===== config.mk =====
export PLATFORM = sky130hd
export DESIGN_NAME = button_arbiter
export DESIGN_NICKNAME = d
export VERILOG_FILES = /design/src/rtl/bomb_pkg.sv /design/src/rtl/register.sv /design/src/rtl/button_arbiter.sv
export SDC_FILE = /design/constraint.sdc
export NUM_CORES = 1
export LEC_CHECK = 0
export CAP_MARGIN = 20
export CORE_MARGIN = 10
export CORE_UTILIZATION = 50
export CTS_CLUSTER_DIAMETER = 30
export CTS_CLUSTER_SIZE = 24
export DETAILED_ROUTE_END_ITERATION = 8
export GPL_ROUTABILITY_DRIVEN = 0
export PLACE_DENSITY = 0.7
export SLEW_MARGIN = 30
export SYNTH_ARGS = -nofsm -noshare
export SYNTH_HDL_FRONTEND = slang
export SYNTH_SLANG_ARGS = --single-unit

===== constraint.sdc =====
create_clock -name clk -period 3.7 [get_ports clk]
set_clock_uncertainty 0.2 [all_clocks]
set_input_delay 0.925 -clock clk [delete_from_list [all_inputs] [get_ports clk]]
set_output_delay 0.925 -clock clk [all_outputs]
set_load 0.02 [all_outputs]

===== src/rtl/bomb_pkg.sv =====
// Shared definitions for the bomb datapath: arbiter state encoding, button
// symbol codes and the control encoding of the generic register block.
package bomb_pkg;

  typedef enum logic [1:0] {
    ST_IDLE     = 2'b00,
    ST_DEBOUNCE = 2'b01,
    ST_HELD     = 2'b10,
    ST_RELEASE  = 2'b11
  } arb_state_t;

  typedef enum logic [1:0] {
    REG_CTRL_NOP = 2'b00,
    REG_CTRL_CLR = 2'b01,
    REG_CTRL_INC = 2'b10
  } reg_ctrl_t;

  // Symbols reported to the controller; 00 means nothing accepted yet.
  localparam logic [1:0] SYM_NONE = 2'b00;
  localparam logic [1:0] SYM_BTN0 = 2'b01;
  localparam logic [1:0] SYM_BTN1 = 2'b10;
  localparam logic [1:0] SYM_BTN2 = 2'b11;

  function automatic logic [2:0] priority_pick(input logic [2:0] levels);
    if (levels[2])      return 3'b100;
    else if (levels[1]) return 3'b010;
    else if (levels[0]) return 3'b001;
    else                return 3'b000;
  endfunction

  function automatic logic [1:0] symbol_of(input logic [2:0] onehot);
    unique case (onehot)
      3'b100:  return SYM_BTN2;
      3'b010:  return SYM_BTN1;
      3'b001:  return SYM_BTN0;
      default: return SYM_NONE;
    endcase
  endfunction

  function automatic logic multi_hot(input logic [2:0] levels);
    return (levels[2] & levels[1]) | (levels[2] & levels[0]) | (levels[1] & levels[0]);
  endfunction

endpackage


===== src/rtl/register.sv =====
// Generic counter/register with clear and increment commands and a
// synchronous active-high reset.
module register
  import bomb_pkg::*;
#(
  parameter int WIDTH = 8
) (
  input  logic             clk,
  input  logic             reset,
  input  reg_ctrl_t        ctrl,
  output logic [WIDTH-1:0] value
);

  // NOTE: sequential state uses non-blocking assignments so every flop
  // samples pre-edge values regardless of process ordering.
  always_ff @(posedge clk) begin
    if (reset) begin
      value <= '0;
    end else begin
      unique case (ctrl)
        REG_CTRL_CLR: value <= '0;
        REG_CTRL_INC: value <= value + WIDTH'(1);
        default:      value <= value;
      endcase
    end
  end

endmodule


===== src/rtl/button_arbiter.sv =====
// Debounces three push buttons, arbitrates simultaneous presses by fixed
// priority (bit2 > bit1 > bit0) and emits one registered pulse per press.
module button_arbiter
  import bomb_pkg::*;
#(
  parameter int DEBOUNCE_CYCLES = 500000
) (
  input  logic       clk,
  input  logic       async_reset,
  input  logic       enable,
  input  logic [2:0] buttons_raw,
  output logic [2:0] press_pulse,
  output logic [1:0] code,
  output logic       busy,
  output logic       collision
);

  localparam int                CNT_W    = $clog2(DEBOUNCE_CYCLES);
  localparam logic [CNT_W-1:0]  CNT_LAST = CNT_W'(DEBOUNCE_CYCLES - 1);

  logic [2:0]       sync1;
  logic [2:0]       sync2;
  arb_state_t       state;
  arb_state_t       state_next;
  logic [2:0]       winner;
  reg_ctrl_t        cnt_ctrl;
  logic [CNT_W-1:0] count;
  logic             accept;
  logic             fire;
  logic             winner_hit;
  logic             at_last;
  logic             any_high;

  // Counter only ever increments below CNT_LAST, so it cannot wrap.
  register #(
    .WIDTH(CNT_W)
  ) u_debounce_cnt (
    .clk  (clk),
    .reset(async_reset),
    .ctrl (cnt_ctrl),
    .value(count)
  );

  assign winner_hit = |(sync2 & winner);
  assign any_high   = |sync2;
  assign at_last    = (count == CNT_LAST);
  assign busy       = (state != ST_IDLE);

  // NOTE: every output of this block gets a default before the case, so no
  // path leaves a signal unassigned and no latch is inferred.
  always_comb begin
    state_next = state;
    cnt_ctrl   = REG_CTRL_NOP;
    accept     = 1'b0;
    fire       = 1'b0;
    unique case (state)
      ST_IDLE: begin
        if (enable && any_high) begin
          accept     = 1'b1;
          cnt_ctrl   = REG_CTRL_CLR;
          state_next = ST_DEBOUNCE;
        end
      end
      ST_DEBOUNCE: begin
        if (!winner_hit || !enable) begin
          state_next = ST_IDLE;
        end else if (at_last) begin
          fire       = 1'b1;
          state_next = ST_HELD;
        end else begin
          cnt_ctrl = REG_CTRL_INC;
        end
      end
      ST_HELD: begin
        if (!any_high) begin
          cnt_ctrl   = REG_CTRL_CLR;
          state_next = ST_RELEASE;
        end
      end
      ST_RELEASE: begin
        if (any_high) begin
          state_next = ST_HELD;
        end else if (at_last) begin
          state_next = ST_IDLE;
        end else begin
          cnt_ctrl = REG_CTRL_INC;
        end
      end
      default: state_next = ST_IDLE;
    endcase
  end

  always_ff @(posedge clk) begin
    if (async_reset) begin
      sync1       <= '0;
      sync2       <= '0;
      state       <= ST_IDLE;
      winner      <= '0;
      press_pulse <= '0;
      code        <= SYM_NONE;
      collision   <= 1'b0;
    end else begin
      sync1       <= buttons_raw;
      sync2       <= sync1;
      state       <= state_next;
      press_pulse <= fire ? winner : 3'b000;
      collision   <= accept && multi_hot(sync2);
      if (accept) begin
        winner <= priority_pick(sync2);
      end
      if (fire) begin
        code <= symbol_of(winner);
      end
    end
  end

endmodule


==> impl_metrics.env <==
export IMPL_worstSetupStartpointType="flop"
export IMPL_crit_fanout=6
export IMPL_highest_layer="met4"
export IMPL_peakVddDrop_mv=0.234
export IMPL_period_minus_slack_ps=3420
export IMPL_synth_common_cells="dfxtp_1, nor2_1, nand2_1"
export IMPL_synth_ff_type="dfxtp_1"
export IMPL_final_area_um2=1850
export IMPL_intPower_mw=0.485
export IMPL_period_share_pct=92.4
export IMPL_cts_buffer_depth=2
export IMPL_synth_edff_count=0
export IMPL_cpPeakStageDelay_ps=480
export IMPL_grt_pass1_vias=1211
export IMPL_avgSynthCellArea_um2=9.31
export IMPL_hold_viol=0
export IMPL_numCtsBuffers=5
export IMPL_timing_slew_headroom_pct=57.0
export IMPL_worst_pin_slew_ps=643
export IMPL_drc_errors=0
export IMPL_rows=20
export IMPL_postCtsHoldBufs=0
export IMPL_clockPowerShare_pct=32.1
export IMPL_drt_iter0_markers=156
export IMPL_fin_nets=199
export IMPL_critPathRequiredTime_ps=3780
export IMPL_portBuffers=12
export IMPL_synth_most_common_cell="dfxtp_1"
export IMPL_syn_num_nets=179
export IMPL_vias=1307
export IMPL_finalPower_mw=0.644
export IMPL_outcome="finished clean"
export IMPL_path_clk_slew_ps=120
export IMPL_p_sw_mw=0.160
export IMPL_first_pass_iters=4
export IMPL_synth_top_cell_area_share_pct=45.2
export IMPL_crit_path_top_delay_cell="or4_1"
export IMPL_holdCritPathClass="reg -> reg"
export IMPL_vias_per_cell=5.54
export IMPL_dieArea_um2=5840
export IMPL_synth_area_leader_cell="dfxtp_1"
export IMPL_p_leak_nw=0.650
export IMPL_placedInstanceArea_um2=1790
export IMPL_coreArea_um2=3050
export IMPL_rsz0062_at_grt="false"
export IMPL_routed_wl_met3_um=190
export IMPL_area_delta_synth_final_pct=16.0
export IMPL_drive_gt1_share_pct=10.4
export IMPL_wl_met1_mm=1.52
export IMPL_worstPathArrival_ps=3500
export IMPL_finalWirelength_mm=3.16
export IMPL_post_cts_buffers=0
export IMPL_detail_route_wl_per_cell_um=13.4
export IMPL_ctsResizeCount=0
export IMPL_fp_dieH_um=76.4
export IMPL_fmax_mhz=293
export IMPL_crit_buf_inv=1
export IMPL_switching_share_pct=24.8
export IMPL_cp_cell_sequence="ha_1 -> nand4_2 -> nor4b_1 -> buf_4 -> nand2_1 -> and3_1 -> ha_1 -> nand4b_4 -> or3_1 -> or4_1 -> a21oi_1"
export IMPL_grt_max_degree=21
export IMPL_n_fill_cell=300
export IMPL_fin_tns_setup_ps=0
export IMPL_critical_path_top_delay_family="simple AND/OR/NAND/NOR gates"
export IMPL_synthCells=171
export IMPL_grtUsageTotal_pct=11.1
export IMPL_worstSetupEndpointType="flop"
export IMPL_clockRootBuffer="clkbuf_4"
export IMPL_synthArstFlopShare_pct=0
export IMPL_crit_path_frequent_cell="ha_1"
export IMPL_ys_ff_latch=36
export IMPL_pwr_share_seq_pct=61.8
export IMPL_yosys_top_cells_area="dfxtp_1, xnor2_1, nor2_1"
export IMPL_setup_viol=0
export IMPL_power_density_nw_per_um2=349
export IMPL_antenna_found_initial=0
export IMPL_chipWidth_um=76.4
export IMPL_cts_sinks=36
export IMPL_synth_warnings=0
export IMPL_path_class="reg -> reg"
export IMPL_drv_slew=0
export IMPL_insertion_delay_ps=350
export IMPL_initial_utilization_pct=52.2
export IMPL_met2_length_mm=1.41
export IMPL_cts_max_level=2
export IMPL_io_pins=13
export IMPL_diodes=0
export IMPL_drtAntennaViolNets=0
export IMPL_tritoncts="built"
export IMPL_yosysUniqueCellTypes=41
export IMPL_cap_viol_max_count=0
export IMPL_gr_total_overflow=0
export IMPL_grt_first_pass_wirelength_mm=5.51
export IMPL_syn_area_um2=1590
export IMPL_hpwl_mm=2.27
export IMPL_combPwrFrac_pct=6.0
export IMPL_ys_seq_area_share_pct=45.2
==> layout by cell type, fill, tap and decap left out, drive strengths merged, types with 4 or more instances in the layout <==
master and n:
nor3 6, buf 6, mux2i 4, a21oi 8
inv 4, nor4 4, xnor2 9, nand2 11
clkbuf 5, or3 6, clkdlybuf4s50 12, nor2b 10
dfxtp 36, xor2 4, o21ai 6, nand3 4
nor2 17, nor3b 4
==> layer usage <==
layer  GRT usage (%)  up-vias
met2            16.7       29
met1            13.9      621
met3            4.72        5
met4            3.35        0
li1                -      652
met5               0        -
==> power by group through the flow <==
stage | logic [mW] | clock network, mW | registers [mW]
floorplan | 0.0249 | 0 | 0.406
global placement | 0.0378 | 0 | 0.407
detailed placement | 0.0386 | 0 | 0.407
CTS | 0.0386 | 0.214 | 0.398
global route | 0.0423 | 0.231 | 0.400
finish | 0.0388 | 0.207 | 0.398
==> sequential cells by signal (all words and copies together), names as in the netlist <==
register,cells
press_pulse,3
sync1,3
sync2,3
collision,1
state,2
winner,3
u_debounce_cnt.value,19
code,2
==> worst paths after layout <==
| path | slack [ps] | end | cells past startpoint | from |
|---|---|---|---|---|
| hold / removal | 250 | sync2[0] | 1 | sync1[0] |
| setup / recovery | 280 | u_debounce_cnt.value[17] | 11 | u_debounce_cnt.value[0] |
| hold reg to reg | 250 | sync2[0] | 1 | sync1[0] |
| setup reg to reg | 280 | u_debounce_cnt.value[17] | 11 | u_debounce_cnt.value[0] |
==> cell families (layout without fill, tap and decap cells) <==
family          count (synthesis)  count (layout)  share of synthesized area, %
simple gates                   81              81                          30.3
flops                          36              36                          45.2
compound gates                 23              23                          8.88
xor+xnor                       13              13                          7.15
buf+inv                         9              30                          2.28
mux                             6               6                          3.93
fa+ha+maj                       3               3                          2.20
==> stage by stage <==
step | setup WS, ps | cells | hold slack (ps) | util (%)
floorplan | 286 | 171 | 214 | -
global placement | 196 | 228 | 224 | 58.7
CTS | 274 | 236 | 257 | 60.5
finish | 281 | 236 | 253 | 60.5
detailed placement | 114 | 228 | 229 | 58.7
global route | 7.55 | 236 | 279 | 60.5
==> final cells by class <==
class	instances	area, µm²	share of cell area [%]
clock inverter	3	18.8	1.02
sequential	36	721	39.0
inverter	4	15.0	0.812
timing repair buffer	18	165	8.94
clock buffer	5	37.5	2.03
tap	44	55.1	2.98
multi-input combinational	126	836	45.2
Power figures use the tool's default switching activity.
